`src/rtl/bcd_display_scanner.sv`:
```
// Three-digit multiplexed 7-segment scanner for signed BCD results (-15..+15).
// Double-buffered input; display updates only at frame boundaries. Optional macro: LZ_BLANK_EN.
module bcd_display_scanner #(
   parameter int unsigned REFRESH_DIV    = 50000,
   parameter bit          SEG_ACTIVE_LOW = 1'b0
) (
   input  logic       clk,
   input  logic       rst_n,
   input  logic       in_valid,
   input  logic [5:0] in_bcd,
   output logic       in_ready,
   output logic [6:0] seg,
   output logic [2:0] an
);

   localparam int unsigned DIV_W = (REFRESH_DIV > 1) ? $clog2(REFRESH_DIV) : 1;
   localparam logic [DIV_W-1:0] DIV_LAST = DIV_W'(REFRESH_DIV - 1);

   localparam logic [1:0] SLOT_ONES = 2'd0;
   localparam logic [1:0] SLOT_TENS = 2'd1;
   localparam logic [1:0] SLOT_SIGN = 2'd2;

   localparam logic [6:0] SEG_OFF = SEG_ACTIVE_LOW ? 7'h7F : 7'h00;
   localparam logic [2:0] AN_OFF  = SEG_ACTIVE_LOW ? 3'b111 : 3'b000;

   logic [1:0]       slot_q, slot_d;
   logic [DIV_W-1:0] div_q, div_d;
   logic [5:0]       shadow_q, shadow_d;
   logic [5:0]       disp_q, disp_d;
   logic             ready_q, ready_d;
   logic [6:0]       seg_q, seg_d;
   logic [2:0]       an_q, an_d;
   logic             frame_end;
   logic [6:0]       digit;
   logic [2:0]       an_raw;

   // Ones digit: codes 10..15 cannot occur in valid BCD and show 'E'.
   function automatic logic [6:0] ones_seg(input logic [3:0] d);
      logic [6:0] s;
      case (d)
         4'd0:    s = 7'h3F;
         4'd1:    s = 7'h06;
         4'd2:    s = 7'h5B;
         4'd3:    s = 7'h4F;
         4'd4:    s = 7'h66;
         4'd5:    s = 7'h6D;
         4'd6:    s = 7'h7D;
         4'd7:    s = 7'h07;
         4'd8:    s = 7'h7F;
         4'd9:    s = 7'h6F;
         default: s = 7'h79;
      endcase
      return s;
   endfunction

   function automatic logic [6:0] tens_seg(input logic t);
      logic [6:0] s;
`ifdef LZ_BLANK_EN
      s = t ? 7'h06 : 7'h00;
`else
      s = t ? 7'h06 : 7'h3F;
`endif
      return s;
   endfunction

   always_ff @(posedge clk or negedge rst_n) begin
      if (!rst_n) begin
         slot_q   <= SLOT_ONES;
         div_q    <= '0;
         shadow_q <= '0;
         disp_q   <= '0;
         ready_q  <= 1'b1;
         seg_q    <= SEG_OFF;
         an_q     <= AN_OFF;
      end else begin
         slot_q   <= slot_d;
         div_q    <= div_d;
         shadow_q <= shadow_d;
         disp_q   <= disp_d;
         ready_q  <= ready_d;
         seg_q    <= seg_d;
         an_q     <= an_d;
      end
   end

   // Outputs are encoded from the next slot/display so they move with the slot itself.
   always_comb begin
      slot_d    = slot_q;
      div_d     = div_q + DIV_W'(1);
      shadow_d  = shadow_q;
      disp_d    = disp_q;
      ready_d   = ready_q;
      digit     = 7'h00;
      an_raw    = 3'b000;
      frame_end = (slot_q == SLOT_SIGN) && (div_q == DIV_LAST);

      if (div_q == DIV_LAST) begin
         div_d = '0;
         case (slot_q)
            SLOT_ONES: slot_d = SLOT_TENS;
            SLOT_TENS: slot_d = SLOT_SIGN;
            default:   slot_d = SLOT_ONES;
         endcase
      end

      // A boundary transfer needs a full shadow, so it never coincides with a handshake.
      if (frame_end && !ready_q) begin
         disp_d  = shadow_q;
         ready_d = 1'b1;
      end else if (in_valid && ready_q) begin
         shadow_d = in_bcd;
         ready_d  = 1'b0;
      end

      case (slot_d)
         SLOT_ONES: begin
            digit  = ones_seg(disp_d[3:0]);
            an_raw = 3'b001;
         end
         SLOT_TENS: begin
            digit  = tens_seg(disp_d[4]);
            an_raw = 3'b010;
         end
         SLOT_SIGN: begin
            digit  = disp_d[5] ? 7'h40 : 7'h00;
            an_raw = 3'b100;
         end
         default: begin
            digit  = 7'h00;
            an_raw = 3'b000;
         end
      endcase

      seg_d = SEG_ACTIVE_LOW ? ~digit : digit;
      an_d  = SEG_ACTIVE_LOW ? ~an_raw : an_raw;
   end

   assign in_ready = ready_q;
   assign seg      = seg_q;
   assign an       = an_q;

endmodule
```
`config.mk`:
```
export PLATFORM = sky130hd
export DESIGN_NAME = bcd_display_scanner
export DESIGN_NICKNAME = d
export VERILOG_FILES = /design/src/rtl/bcd_display_scanner.sv
export SDC_FILE = /design/constraint.sdc
export NUM_CORES = 1
export LEC_CHECK = 0
export BUFFER_PORTS_ARGS = -buffer_cell sky130_fd_sc_hd__buf_2
export CAP_MARGIN = 5
export CORE_ASPECT_RATIO = 0.6
export CORE_MARGIN = 5
export CORE_UTILIZATION = 37
export DETAILED_ROUTE_END_ITERATION = 10
export HOLD_SLACK_MARGIN = 0.06
export SKIP_CTS_REPAIR_TIMING = 1
export SLEW_MARGIN = 25
export SYNTH_ARGS = -nofsm -noshare
export SYNTH_HDL_FRONTEND = slang
export SYNTH_SLANG_ARGS = --single-unit
```
`constraint.sdc`:
```
create_clock -name clk -period 3.5 [get_ports clk]
set_clock_uncertainty 0.05 [all_clocks]
set_input_delay 0.525 -clock clk [delete_from_list [all_inputs] [get_ports clk]]
set_output_delay 0.525 -clock clk [all_outputs]
set_load 0.05 [all_outputs]
```
# After elaboration in Yosys (flattened, before gate mapping)
# Memory sizes are Yosys's and may differ from the RTL's.
# Index checks and enable logic that the tools add are counted.
# word_totals
ff_bits,41
elab_cells,33
rom_bits,112
n_memories,1
# classes
eq_ne,5
reduce_logical,8
bitwise,1
add_sub_neg,1
n_mux,10
# mem_list
memory,depth,width,read_ports,rd_ports_with_merged_regs,wr,line,rtl
(name not given),16,7,1,0,0,40,case (d)
# op_table
cell,count
$pmux W7 S3,1
$add A16 B1 Y16 const B,1
$eq A16 B16 Y1 const B,1
$mux W16,1
$mux W6,2
$pmux W3 S3,1
$mux W7,1
$eq A2 B1 Y1 const B,2
$eq A2 B2 Y1 const B,2
$logic_not A2 Y1,2
$pmux W2 S2,1
$logic_and A1 B1 Y1,3
$mux W1,2
$mux W2,1
$reduce_and A2 Y1,1
$reduce_bool A2 Y1,1
$logic_not A1 Y1,1
$not A1 Y1,1

# Logic depth before layout (Yosys ltp)
# depth
word_depth,6
mapped_depth,11
mapped_depth_nobuf,10

# Least setup slack after synthesis
# No wires, ideal clock.
# synth_timing
path_kind,register to register
startpoint,register div_q[11]
endpoint,"register seg_q[0], in the netlist seg[0]"
setup_slack_ns,0.550
stages_incl_launch_ff,10
setup_ns,0.077
period_less_slack_ns,2.950
arrival_ns,2.822
path_cell_list,dfrtp_1 -> or4_4 -> nor4_4 -> nand2_4 -> clkbuf_1 -> mux2i_1 -> inv_1 -> ha_1 -> mux2_1 -> a21oi_1
# synth_via
elab_chain_cells,6
# synth_lines
item,line,rtl
start: declaration,27,"logic [DIV_W-1:0] div_q, div_d;"
start signal: assignment,77,div_q <= div_d;
$eq A16 B16 Y1,95,frame_end = (slot_q == SLOT_SIGN) && (div_q == DIV_LAST);
$logic_and A1 B1 Y1,95,
$logic_and A1 B1 Y1,107,if (frame_end && !ready_q) begin
$mux W6,107,
net disp_d[0],29,"logic [5:0] disp_q, disp_d;"
$mem_v2 Z16 W7,--,
$pmux W7 S3,115,case (slot_d)
net digit[0],34,logic [6:0] digit;
end signal: assignment,81,seg_q <= seg_d;
end: declaration,31,"logic [6:0] seg_q, seg_d;"
# The timed path passes the listed nets, and every way through them passes these cells.
# A chain may end at the register's enable or synchronous reset.

# Final worst setup path
# layout_timing
startpoint,register div_q[11]
endpoint,"register seg_q[4], in the netlist seg[4]"
# The elaborated chain is that of the path after synthesis.

==> results.md <==
- Status: completed
- Die Span Y: 65.7 microns
- Ys Warns: 0
- Synth cell count leaders: dfrtp_1 (40), nor2_1 (21), xor2_1 (11)
- Final Power: 0.909 mW
- DR vias: 1,245
- CP Capture Type: flip-flop
- Clock network fraction of design power: 43.1%
- Final Cycle Share: between 80% and 90%
- Grt ovf: 0
- Post-Syn Area: 1910 sq um
- Synth unique cells: 42
- Clock Tree Buf Depth: 2
- Worst slew pin tran: 0.515 ns
- Ant diodes: 0
- Critical path class: flip-flop to flip-flop
- Flop pwr share: 54.1%
- # port buffers: 19
- Worst Hold Class: input pin to async pin
- Clock root buffer: clkbuf_8
- Largest cells by area after synthesis: dfrtp_1 (52%), xor2_1 (5.0%), mux2_2 (4.7%)
- DRT Pass-1 Iters: 4
- Reg2Reg Depth: 9
- CP arrival: 2.95 ns
- Die ar.: 6750 sq um
- Fin Setup TNS: 0 ns
- Sequential-to-total area share from yosys stat: 53.7%
- Cell Pwr Density: 411 nW/um^2
- Design area: 2210 sq um
- Initial core utilization: 38.0%
- Storage element area: 1030 sq um
- Drt via density: 4.84
- First-pass GRT wire length: 6.53 mm
- Crit Reg-Reg Endpoint: seg[4]
- Total GRT Usage: 12.8%
- Area of the multi-input gates: 843 sq um
- Worst r2r src: div_q[11]
- Post-synth top flop: dfrtp_1
- Final net count: about 200
- I/O Pins: 20
- Flop2flop setup slack: 0.68 ns
- RSZ-0062 raised after global routing: false
- Post-DP Area: 2090 sq um
- Leak: 1.06 nW
- Maximum vdd drop: between 0.3 and 0.4 mV
- Initial antenna violation count: 0
- Most frequent cell after synthesis: dfrtp_1
- Area share of the largest cell type after synthesis: 52.4%
- Residual DRC: 0
- Antenna-violating nets left: 0
- Syn Inst Count: about 170
- Slowest CP cell: or4_4
- Max_slew headroom: 65.7%
- FFs w/ async S/R, synth: 100%
- Clk Latency, worst-skew pair: 0.29 ns
- Max-slew violation count: 0
- CTS tree: yes
- Fmax: approximately 350 MHz
- Endpoints failing setup: 0
- Largest net degree at the start of global routing: between 40 and 50
- Fin crit period: around 2.8 ns
- Crit start category: flip-flop
- CTS clock-pin slew for the worst setup and hold paths: 0.08 ns
- Combinational Power Share: 2.8%
- Clock sink count: 41
- NetSw: 0.183 mW
- Initial DRC count: 68
- Req. time, crit path: roughly 3.6 ns
- Die Width: 103 microns
- P&R area growth vs syn: 15.5%
- Layout cell share with drive strength beyond 1: 22.0%
- Sw frac: 20.1%
- Post-synth top area cell: dfrtp_1
- Internal power: 0.726 mW
- DP Wirelength: 2.70 mm
- # fillers: 472
- Most Frequent Cell on Critical Path: inv_1
- H-tree Lvls: 2
- Max Cap Viol: 0
- Final core occ: a little over two fifths
- Mean post-synth cell area: 11.6 sq um
- Row count: 20
- Yosys reg bits: 41
- Core Region: approximately 5000 sq um
- WL final: about 3.7 mm
- Maximum fanout along the worst path: 15
- WL per Instance: 14.2 microns
- Final Hold Viols: 0
- Post-synth EDFFs: 0
- Total CTS buffers: 5
- Maximum single-stage delay on the critical path: 0.54 ns
- Cells along the critical path: or4_4 -> nor4_4 -> nand2_4 -> mux2i_1 -> inv_1 -> ha_1 -> inv_1 -> o221ai_1 -> a31o_1
- GPL Wtd Cong: 0.822
- Vias in the first global route: 1,249
- Total nets after synthesis: 180
==> layer usage <==
layer  share of wire (%)  up-vias  track usage (%)
met1                  61      591             22.2
met3                 5.7        5             4.03
li1                    -      617                -
met5                   0        -                0
met2                  33       32             13.7
met4                 1.0        0             3.88
==> cell families (layout without fill, tap and decap cells) <==
group	Yosys count	in the layout	synth area share, %
simple gates	56	56	16.6
flops	41	41	53.7
compound gates	19	19	6.48
mux	17	17	10.3
xor+xnor	15	15	6.87
buf+inv	11	37	2.16
fa+ha+maj	6	6	3.93
==> per-stage QoR <==
stage	hold WS, ns	instances	setup WS [ns]
after floorplan	0.179	165	0.550
after global placement	0.425	249	0.730
after detailed placement	0.428	249	0.682
after CTS	0.341	257	0.654
after global routing	0.203	257	0.456
final	0.153	257	0.679
==> sequential cells by signal, indices dropped and copies added (netlist names) <==
| register | cells |
|---|---|
| disp_q | 6 |
| in_ready | 1 |
| slot_q | 2 |
| shadow_q | 6 |
| seg | 7 |
| div_q | 16 |
| an | 3 |
==> worst max path at each step <==
stage | to | depth (start not counted) | start
6_report | seg[4] | 9 | div_q[11]
5_1_grt | seg[0] | 8 | div_q[11]
4_1_cts | seg[0] | 8 | div_q[11]
3_5_place_dp | seg[4] | 9 | div_q[11]
3_3_place_gp | seg[0] | 8 | div_q[10]
2_1_floorplan | seg[0] | 9 | div_q[11]
==> worst max-delay path: cells and delay by family (launching register included) <==
kind | cells | cell delay, ns
buffers and inverters | 2 | 0.20
AND/OR/NAND/NOR | 3 | 1.08
multiplexers | 1 | 0.36
adder cells (fa/ha/maj) | 1 | 0.23
AO/OA/AOI/OAI | 2 | 0.37
flip-flops | 1 | 0.43
==> area by class of cell <==
class / instances / area share, %
well taps: 66 / 3.74
repair buffers: 20 / 4.76
clock inverters: 1 / 1.36
inverters: 9 / 1.53
clock buffers: 7 / 3.91
flip-flops and latches: 41 / 46.5
multi-input cells: 113 / 38.2
==> placed cells by master, fill, tap and decap left out, types with 3 or more instances in the layout <==
| cell | instances |
|---|---|
| dfrtp_1 | 40 |
| xor2_1 | 11 |
| and3_1 | 3 |
| xnor2_1 | 4 |
| mux2i_1 | 5 |
| mux2_2 | 8 |
| inv_1 | 8 |
| nand3_1 | 8 |
| ha_1 | 6 |
| nand2_1 | 6 |
| buf_2 | 18 |
| clkbuf_8 | 6 |
| a21oi_1 | 4 |
| o21ai_0 | 5 |
| mux2_1 | 3 |
| nor2_1 | 21 |
==> power by group through the flow <==
stage	combinational (mW)	clock (mW)	sequential [mW]
3_3_place_gp	0.0263	0	0.500
6_report	0.0255	0.392	0.492
4_1_cts	0.0262	0.406	0.492
5_1_grt	0.0298	0.425	0.494
3_5_place_dp	0.0264	0	0.501
2_1_floorplan	0.0108	0	0.497
No activity file was read; power rests on OpenSTA's default activity.
